==> config.mk <==
export PLATFORM = sky130hd
export DESIGN_NAME = multicore_dm_arbiter_flat
export DESIGN_NICKNAME = d
export VERILOG_FILES = /design/src/rtl/multicore_dm_arbiter_if.sv /design/src/rtl/multicore_dm_arbiter.sv /design/src/flat_wrapper.sv
export SDC_FILE = /design/constraint.sdc
export NUM_CORES = 1
export LEC_CHECK = 0
export BUFFER_PORTS_ARGS = -buffer_cell sky130_fd_sc_hd__buf_2
export CORE_MARGIN = 10
export CORE_UTILIZATION = 45
export DETAILED_ROUTE_END_ITERATION = 7
export GPL_ROUTABILITY_DRIVEN = 0
export PLACE_DENSITY = 0.8
export SLEW_MARGIN = 10
export SYNTH_ARGS = -nofsm -noshare
export SYNTH_HDL_FRONTEND = slang
export SYNTH_SLANG_ARGS = --single-unit
==> constraint.sdc <==
create_clock -name clk -period 2.8 [get_ports clk]
set_clock_uncertainty 0.05 [all_clocks]
set_input_delay 0.56 -clock clk [delete_from_list [all_inputs] [get_ports clk]]
set_output_delay 0.56 -clock clk [all_outputs]
set_load 0.03 [all_outputs]
==> src/rtl/multicore_dm_arbiter_if.sv <==
// rtl/multicore_dm_arbiter_if.sv - core/memory side bundle for the multi-core data-memory arbiter
interface multicore_dm_arbiter_if #(
    parameter int N_CORES = 4,
    parameter int ADDR_W  = 12,
    parameter int DATA_W  = 17,
    parameter int CNT_W   = 32
);
    logic                        mem_ready;
    logic [N_CORES-1:0]          core_req;
    logic [N_CORES-1:0]          core_we;
    logic [N_CORES*ADDR_W-1:0]   core_addr;
    logic [N_CORES*DATA_W-1:0]   core_wdata;
    logic [N_CORES-1:0]          core_end;
    logic [N_CORES-1:0]          core_gnt;
    logic [N_CORES-1:0]          core_rvalid;
    logic [DATA_W-1:0]           core_rdata;
    logic                        core_start;
    logic                        mem_we;
    logic [ADDR_W-1:0]           mem_addr;
    logic [DATA_W-1:0]           mem_wdata;
    logic [DATA_W-1:0]           mem_rdata;
    logic                        all_done;
    logic [CNT_W-1:0]            run_cycles;

    modport slave (
        input  mem_ready, core_req, core_we, core_addr, core_wdata, core_end, mem_rdata,
        output core_gnt, core_rvalid, core_rdata, core_start, mem_we, mem_addr, mem_wdata,
               all_done, run_cycles
    );

    modport master (
        output mem_ready, core_req, core_we, core_addr, core_wdata, core_end, mem_rdata,
        input  core_gnt, core_rvalid, core_rdata, core_start, mem_we, mem_addr, mem_wdata,
               all_done, run_cycles
    );
endinterface

==> src/rtl/multicore_dm_arbiter.sv <==
// rtl/multicore_dm_arbiter.sv - shares one sync data memory among N cores (MCARB_FIXED_PRIO_EN selects fixed priority)
module multicore_dm_arbiter #(
    parameter int N_CORES = 4,
    parameter int ADDR_W  = 12,
    parameter int DATA_W  = 17,
    parameter int CNT_W   = 32
) (
    input  logic                      clk,
    input  logic                      rst,
    multicore_dm_arbiter_if.slave     bus
);
    localparam int IDX_W = (N_CORES > 1) ? $clog2(N_CORES) : 1;

    typedef enum logic [1:0] {IDLE, RUN, DONE} state_t;

    state_t             state;
    logic [N_CORES-1:0] end_seen;
    logic [N_CORES-1:0] eligible;
    logic               win_found;
    logic [IDX_W-1:0]   win_idx;
    logic               read_in_flight;
    logic               run_complete;

    // A core whose grant is showing this cycle is still holding req; mask it out.
    assign eligible       = bus.core_req & ~bus.core_gnt;
    // A read granted this cycle has its data arriving next cycle.
    assign read_in_flight = (|bus.core_gnt) & ~bus.mem_we;
    assign run_complete   = (&end_seen) & ~read_in_flight;

    // Read data is only meaningful alongside an rvalid pulse; otherwise it reads as zero.
    assign bus.core_rdata = (|bus.core_rvalid) ? bus.mem_rdata : '0;

`ifndef MCARB_FIXED_PRIO_EN
    logic [IDX_W-1:0] rr_ptr;

    function automatic logic [IDX_W-1:0] rr_cand(input logic [IDX_W-1:0] base, input int k);
        int s;
        s = int'(base) + k;
        if (s >= N_CORES) s = s - N_CORES;
        return IDX_W'(s);
    endfunction

    // Round-robin pointer remembers the last winner; reset makes core 0 the first pick.
    always_ff @(posedge clk) begin
        if (rst) begin
            rr_ptr <= IDX_W'(N_CORES - 1);
        end else if (state == RUN && !run_complete && win_found) begin
            rr_ptr <= win_idx;
        end
    end
`endif

    // Winner selection for the current cycle.
    always_comb begin
        win_found = 1'b0;
        win_idx   = '0;
`ifdef MCARB_FIXED_PRIO_EN
        for (int i = N_CORES - 1; i >= 0; i--) begin
            if (eligible[IDX_W'(i)]) begin
                win_found = 1'b1;
                win_idx   = IDX_W'(i);
            end
        end
`else
        for (int k = 1; k <= N_CORES; k++) begin
            if (!win_found && eligible[rr_cand(rr_ptr, k)]) begin
                win_found = 1'b1;
                win_idx   = rr_cand(rr_ptr, k);
            end
        end
`endif
    end

    // Control FSM with registered grant, memory command, rvalid and status outputs.
    always_ff @(posedge clk) begin
        if (rst) begin
            state           <= IDLE;
            bus.core_gnt    <= '0;
            bus.core_rvalid <= '0;
            bus.core_start  <= 1'b0;
            bus.mem_we      <= 1'b0;
            bus.mem_addr    <= '0;
            bus.mem_wdata   <= '0;
            bus.all_done    <= 1'b0;
            bus.run_cycles  <= '0;
            end_seen        <= '0;
        end else begin
            bus.core_rvalid <= bus.core_gnt & {N_CORES{~bus.mem_we}};
            bus.core_gnt    <= '0;
            bus.mem_we      <= 1'b0;
            case (state)
                IDLE: begin
                    if (bus.mem_ready) begin
                        state          <= RUN;
                        bus.core_start <= 1'b1;
                    end
                end
                RUN: begin
                    if (bus.run_cycles != '1) bus.run_cycles <= bus.run_cycles + 1'b1;
                    end_seen <= end_seen | bus.core_end;
                    if (run_complete) begin
                        state          <= DONE;
                        bus.core_start <= 1'b0;
                        bus.all_done   <= 1'b1;
                    end else if (win_found) begin
                        bus.core_gnt  <= {{(N_CORES-1){1'b0}}, 1'b1} << win_idx;
                        bus.mem_we    <= bus.core_we[win_idx];
                        bus.mem_addr  <= bus.core_addr[int'(win_idx)*ADDR_W +: ADDR_W];
                        bus.mem_wdata <= bus.core_wdata[int'(win_idx)*DATA_W +: DATA_W];
                    end
                end
                DONE: begin
                    state <= DONE;
                end
                default: begin
                    state <= IDLE;
                end
            endcase
        end
    end
endmodule

==> src/flat_wrapper.sv <==
// flat-port wrapper written by rule: the top's interface ports become plain ports
module multicore_dm_arbiter_flat 
#(
    parameter int N_CORES = 4,
    parameter int ADDR_W  = 12,
    parameter int DATA_W  = 17,
    parameter int CNT_W   = 32
)
  (clk, rst, bus_mem_ready, bus_core_req, bus_core_we, bus_core_addr, bus_core_wdata, bus_core_end, bus_mem_rdata, bus_core_gnt, bus_core_rvalid, bus_core_rdata, bus_core_start, bus_mem_we, bus_mem_addr, bus_mem_wdata, bus_all_done, bus_run_cycles);
  multicore_dm_arbiter_if #(.N_CORES(N_CORES), .ADDR_W(ADDR_W), .DATA_W(DATA_W), .CNT_W(CNT_W)) bus_i ();
  input  logic clk;
  input  logic rst;
  input wire logic [$bits(bus_i.mem_ready)-1:0] bus_mem_ready;
  input wire logic [$bits(bus_i.core_req)-1:0] bus_core_req;
  input wire logic [$bits(bus_i.core_we)-1:0] bus_core_we;
  input wire logic [$bits(bus_i.core_addr)-1:0] bus_core_addr;
  input wire logic [$bits(bus_i.core_wdata)-1:0] bus_core_wdata;
  input wire logic [$bits(bus_i.core_end)-1:0] bus_core_end;
  input wire logic [$bits(bus_i.mem_rdata)-1:0] bus_mem_rdata;
  output wire logic [$bits(bus_i.core_gnt)-1:0] bus_core_gnt;
  output wire logic [$bits(bus_i.core_rvalid)-1:0] bus_core_rvalid;
  output wire logic [$bits(bus_i.core_rdata)-1:0] bus_core_rdata;
  output wire logic [$bits(bus_i.core_start)-1:0] bus_core_start;
  output wire logic [$bits(bus_i.mem_we)-1:0] bus_mem_we;
  output wire logic [$bits(bus_i.mem_addr)-1:0] bus_mem_addr;
  output wire logic [$bits(bus_i.mem_wdata)-1:0] bus_mem_wdata;
  output wire logic [$bits(bus_i.all_done)-1:0] bus_all_done;
  output wire logic [$bits(bus_i.run_cycles)-1:0] bus_run_cycles;
  assign bus_i.mem_ready = bus_mem_ready;
  assign bus_i.core_req = bus_core_req;
  assign bus_i.core_we = bus_core_we;
  assign bus_i.core_addr = bus_core_addr;
  assign bus_i.core_wdata = bus_core_wdata;
  assign bus_i.core_end = bus_core_end;
  assign bus_i.mem_rdata = bus_mem_rdata;
  assign bus_core_gnt = bus_i.core_gnt;
  assign bus_core_rvalid = bus_i.core_rvalid;
  assign bus_core_rdata = bus_i.core_rdata;
  assign bus_core_start = bus_i.core_start;
  assign bus_mem_we = bus_i.mem_we;
  assign bus_mem_addr = bus_i.mem_addr;
  assign bus_mem_wdata = bus_i.mem_wdata;
  assign bus_all_done = bus_i.all_done;
  assign bus_run_cycles = bus_i.run_cycles;
  multicore_dm_arbiter #(.N_CORES(N_CORES), .ADDR_W(ADDR_W), .DATA_W(DATA_W), .CNT_W(CNT_W)) u_core (.clk(clk), .rst(rst), .bus(bus_i));
endmodule
# Yosys cells after proc, flatten, opt, wreduce, memory -nomap -nowiden
# Cells that the tools add are included.
classes:
  n_mul: 2
  bitwise: 11
  order_cmp: 9
  reduce_logical: 20
  addsub: 9
  n_shift: 3
  n_eq_ne: 5
  muxes: 29
op_table:
  columns: ["cell", "count"]
  rows:
  - ["68-bit by 32-bit variable part select with 17-bit output", 1]
  - ["48-bit by 32-bit variable part select with 12-bit output", 1]
  - ["32-bit by 1-bit adder with 32-bit output, second input constant", 1]
  - ["32-bit inequality test, second input constant", 1]
  - ["2-bit two-way mux", 10]
  - ["17-bit two-way mux", 1]
  - ["2-bit by 3-bit less-than comparator with 1-bit output, second input constant", 5]
  - ["4-bit OR reduction", 3]
  - ["1-bit two-way mux", 11]
  - ["1-bit binary-select mux with 2-bit select", 5]
  - ["3-bit greater-or-equal comparator, second input constant", 3]
  - ["4-bit AND", 2]
  - ["2-bit by 1-bit subtractor with 2-bit output, second input constant", 4]
  - ["2-bit by 5-bit multiplier with 7-bit output, second input constant", 1]
  - ["2-bit by 2-bit adder with 3-bit output, second input constant", 2]
  - ["2-bit case mux with 3 select lines", 1]
  - ["2-bit AND reduction", 3]
  - ["3-bit AND reduction", 2]
  - ["1-bit logical AND", 5]
  - ["1-bit NOT", 5]
  - ["2-bit by 3-bit adder with 4-bit output, second input constant", 1]
  - ["4-bit by 3-bit greater-or-equal comparator with 1-bit output, second input constant", 1]
  - ["1-bit logical NOT", 4]
  - ["2-bit by 2-bit multiplier with 4-bit output, second input constant", 1]
  - ["13 further kinds", 14]
word_totals:
  register_bits: 80
  wordCells: 99
  output_inout_bits: 89
  input_bits: 148

# Logic depth before layout (Yosys ltp)
depth:
  word_depth: 17
  ltp_mapped: 8

# Worst setup path before layout
# OpenSTA, ideal clock, no wires.
synth_path:
  path_kind: "register -> output"
  start: "reg u_core.bus.core_rvalid[1]"
  end: "out bus_core_rdata[10]"
  arrival_ns: 1.677
  path_slack_ns: 0.513
  path_buffers: 1
  stages_incl_launch_ff: 4
  cell_sequence: "dfxtp_1 nor4_1 clkbuf_1 nor2b_1"
synth_via:
  elab_chain_len: 2
synth_rtl:
  columns: ["item", "line", "text"]
  rows:
  - ["from (decl)", "multicore_dm_arbiter_if.sv:27", "output core_gnt, core_rvalid, core_rdata, core_start, mem_we, mem_addr, mem_wdata,"]
  - ["from (signal assigned)", "multicore_dm_arbiter.sv:88", "bus.core_rvalid <= bus.core_gnt & {N_CORES{~bus.mem_we}};"]
  - ["4-bit OR reduction", "multicore_dm_arbiter.sv:31", "assign bus.core_rdata = (|bus.core_rvalid) ? bus.mem_rdata : '0;"]
  - ["17-bit two-way mux", "multicore_dm_arbiter.sv:31", null]
  - ["to (decl)", "flat_wrapper.sv:22", "output wire logic [$bits(bus_i.core_rdata)-1:0] bus_core_rdata;"]
# Every way passes these cells.

# Worst setup path in the final report
layout_path:
  start: "reg u_core.rr_ptr[1]"
  end: "reg u_core.bus.mem_addr[7]"
layout_via:
  elab_chain_len: 17
layout_rtl:
  columns: ["item", "line", "text"]
  rows:
  - ["from (decl)", "multicore_dm_arbiter.sv:34", "logic [IDX_W-1:0] rr_ptr;"]
  - ["from (signal assigned)", "multicore_dm_arbiter.sv:46", "rr_ptr <= IDX_W'(N_CORES - 1);"]
  - ["from (signal assigned)", "multicore_dm_arbiter.sv:48", "rr_ptr <= win_idx;"]
  - ["2-bit by 1-bit adder with 3-bit output", "multicore_dm_arbiter.sv:38", "s = int'(base) + k;"]
  - ["3-bit greater-or-equal comparator / 2-bit by 1-bit subtractor with 2-bit output (equally long branches)", "multicore_dm_arbiter.sv:39", "if (s >= N_CORES) s = s - N_CORES;"]
  - ["2-bit two-way mux", "multicore_dm_arbiter.sv:39", null]
  - ["1-bit binary-select mux with 2-bit select", "multicore_dm_arbiter.sv:66", "if (!win_found && eligible[rr_cand(rr_ptr, k)]) begin"]
  - ["1-bit two-way mux (not written as such)", "multicore_dm_arbiter.sv:66", null]
  - ["1-bit two-way mux", "multicore_dm_arbiter.sv:66", null]
  - ["1-bit logical NOT", "multicore_dm_arbiter.sv:66", null]
  - ["1-bit logical AND", "multicore_dm_arbiter.sv:66", null]
  - ["1-bit two-way mux", "multicore_dm_arbiter.sv:66", null]
  - ["1-bit logical NOT", "multicore_dm_arbiter.sv:66", null]
  - ["1-bit logical AND", "multicore_dm_arbiter.sv:66", null]
  - ["1-bit two-way mux", "multicore_dm_arbiter.sv:66", null]
  - ["1-bit logical NOT", "multicore_dm_arbiter.sv:66", null]
  - ["1-bit logical AND", "multicore_dm_arbiter.sv:66", null]
  - ["2-bit two-way mux", "multicore_dm_arbiter.sv:66", null]
  - ["2-bit by 2-bit multiplier with 4-bit output", "multicore_dm_arbiter.sv:108", "bus.mem_addr <= bus.core_addr[int'(win_idx)*ADDR_W +: ADDR_W];"]
  - ["48-bit by 32-bit variable part select with 12-bit output", "multicore_dm_arbiter.sv:108", null]
  - ["to (signal assigned)", "multicore_dm_arbiter.sv:108", null]
  - ["to (decl)", "multicore_dm_arbiter_if.sv:27", null]
# Parallel ways exist; a longest one is shown, timed or not. The select of a mux whose other input is x is not followed.
# A chain may end at the register's enable or synchronous reset.

==> key figures <==
STA
  • TNS Setup: 0 ns
  • Final period util: 0.853
  • Final Hold Viols: 0
  • Max-slew headroom: 0.641
  • RSZ-0062 raised after global routing: false
  • Top achievable clock speed: 419 MHz
  • Hold slack: 0.400 ns
  • Minimum clock period: 2.39 ns
  • Fin. max-slew vios: 0
  • Worst slew pin tran: 0.534 ns
  • Final setup fails: 0
  • Setup ws final: 0.412 ns

CTS
  • PostCTS Resize Cnt: 0
  • Cts hold-fix bufs: 0
  • Reg clk slew, reported paths: 0.09 ns
  • CTS tree: built
  • Num CTS Buffers: 9
  • Clk sinks: 80
  • H-Tree Depth: 3
  • CTS Buffer Depth: 2
  • Setup Buffers After CTS: 0
  • Root buf cell: clkbuf_8
  • Clock Latency Late Sink: 0.35 ns

Yosys
  • Syn_nets: 637
  • Synth top cells by count: dfxtp_1, mux2i_1, nand2_1, nor2_1, o221ai_1
  • Most frequent cell after synthesis: dfxtp_1
  • Largest area contributor in the synthesized netlist: dfxtp_1
  • YS warnings: 0
  • Ranking of synthesized cells by area: dfxtp_1, mux2i_1, o221ai_1
  • Post-synth ARST share: 0
  • Netlist Area Pre-Place: 4330 µm²
  • Register area share after synthesis: 0.370
  • Post-synth EDFFs: 0
  • Top_reg_cell synth: dfxtp_1
  • Synth Area per Inst: 8.93 µm²
  • Top-area cell type share of the netlist area: 0.370
  • Mapped Cells: 485
  • Flops & latches, synth: 80
  • Synth unique cells: 60

Place
  • Port bufs: 236
  • Post-DP HPWL: 12,100 µm
  • DP Worst Slack: 0.233 ns

Min path
  • Hold Path Class: primary input to flip-flop

Power
  • Worst VDD drop: 0.405 mV
  • P_leak: 2.84 nW
  • Final Power: 4.19 mW
  • Pwr dens: 720 nW/µm²

Finish
  • FILL cells: 833
  • Layout cells sized above 1: 0.385
  • Syn-to-layout area delta: 34.4%
  • Final #Nets: 862

Die
  • Die width: 118 µm
  • Starting density of the core: 0.466
  • Io pins: 237
  • Die area: 13,900 µm²
  • Core region area: 9280 µm²
  • Die Height: 118 µm
  • Cell row count: 35

Routing
  • Routed vias: 4,708
  • # DRC: 0
  • Drt first pass iters: 6
  • Wire length per cell: 18.1 µm
  • Routed Antenna Nets: 0
  • Via-to-Cell Ratio: 5.57
  • Total routed wirelength: 15,300 µm
  • Drt first-iter violations: 352

Global route
  • First-pass GRT wire length: 24,000 µm
  • Vias in the first global route: 4,738
  • Global Route Usage Sum: 0.206
  • Largest net degree at the start of global routing: 57
  • Congestion Overflow GR: 0
  • Initial antenna violation count: 2

Critical path
  • CP Data Arrival Time: 2.56 ns
  • Critical Path Sink Type: flip-flop
  • CP Buf/Inv Count: 1
  • Worst Path Required: 2.98 ns
  • Crit path launch type: flip-flop
  • Critical Path, Cell by Cell: and3b_1 -> nor3_1 -> nor4_4 -> buf_12 -> mux2i_1 -> o221ai_1
  • Crit Path Class: flip-flop to flip-flop
  • Worst path max stage delay: 0.56 ns
  • Critical Path Slowest Stage Cell: dfxtp_1
  • Worst-path fanout max: 56
  • Top delay family on crit path: simple AND/OR/NAND/NOR gates

Run
  • MaxCap Viol Count: 0

Run status
  • Status: completed
[power by group]
group / total, mW / internal, mW / switching [mW]
sequential: 1.48 / 1.34 / 0.136
clock: 0.891 / 0.463 / 0.428
combinational: 1.82 / 0.685 / 1.13
[state kept, by name (all words and copies together) (netlist names)]
name	count
u_core.bus.mem_we	1
u_core.state	2
u_core.bus.all_done	1
u_core.bus.mem_addr	12
u_core.bus.mem_wdata	17
u_core.bus.core_rvalid	4
u_core.end_seen	4
u_core.bus.core_start	1
u_core.rr_ptr	2
u_core.bus.run_cycles	32
u_core.bus.core_gnt	4
[routing by layer]
metal / global-route usage / wire length [µm] / vias up
li1: - / - / 2260
met1: 0.226 / 5800 / 2193
met2: 0.364 / 7810 / 222
met3: 0.0552 / 1190 / 33
met4: 0.0896 / 482 / 0
met5: 0 / 0 / -
[placed cells by master, fill, tap and decap left out, drive strengths merged, types with 3 or more instances in the layout]
cell type    n
and4         6
nor3         5
xnor2       10
a21oi       26
o221ai      28
nor4         7
nand3       14
nand2       44
mux2i       59
or3         11
a211o        3
and3        11
nand2b       5
nand4        7
clkinv       3
clkbuf      12
nor2b       26
ha           4
mux2         4
or4          4
o21ai       14
inv          9
and2         6
buf        244
o31ai        3
dfxtp       80
a2111oi      5
nor2        35
[stage by stage]
stage | area, µm² | cells | util
5_1_grt | 5810 | 845 | 0.626
2_1_floorplan | 4330 | 485 | -
3_5_place_dp | 5600 | 828 | 0.604
4_1_cts | 5810 | 844 | 0.626
6_report | 5820 | 846 | 0.627
3_3_place_gp | 5600 | 828 | 0.604
[area by class of cell]
cell class	count	area, µm²	area share
Timing Repair Buffer	244	1250	0.216
Multi-Input combinational cell	366	2550	0.439
Inverter	9	33.8	0.00581
Sequential cell	80	1600	0.275
Tap cell	129	161	0.0277
Clock inverter	4	52.6	0.00903
Clock buffer	12	155	0.0267
Antenna cell	2	5.00	0.000860
[tightest hold or removal path: stages]
cell and delay [ns]:
buf_2 0.08, a21oi_1 0.05, nor2_1 0.07
[final timing paths]
path	from	to	slack, ns	depth (start not counted)
hold / removal	bus_core_end[3]	u_core.end_seen[3]	0.40	3
setup / recovery	u_core.rr_ptr[1]	u_core.bus.mem_addr[7]	0.41	6
hold reg to reg	u_core.bus.mem_wdata[16]	u_core.bus.mem_wdata[16]	0.41	2
setup reg to reg	u_core.rr_ptr[1]	u_core.bus.mem_addr[7]	0.41	6
[kinds of logic after synthesis]
group	share of synthesized area
flops	0.370
buf+inv	0.0431
compound gates	0.171
mux	0.147
xor+xnor	0.0223
fa+ha+maj	0.0116
simple gates	0.235
Note: power is estimated with default switching activity, not from simulation.
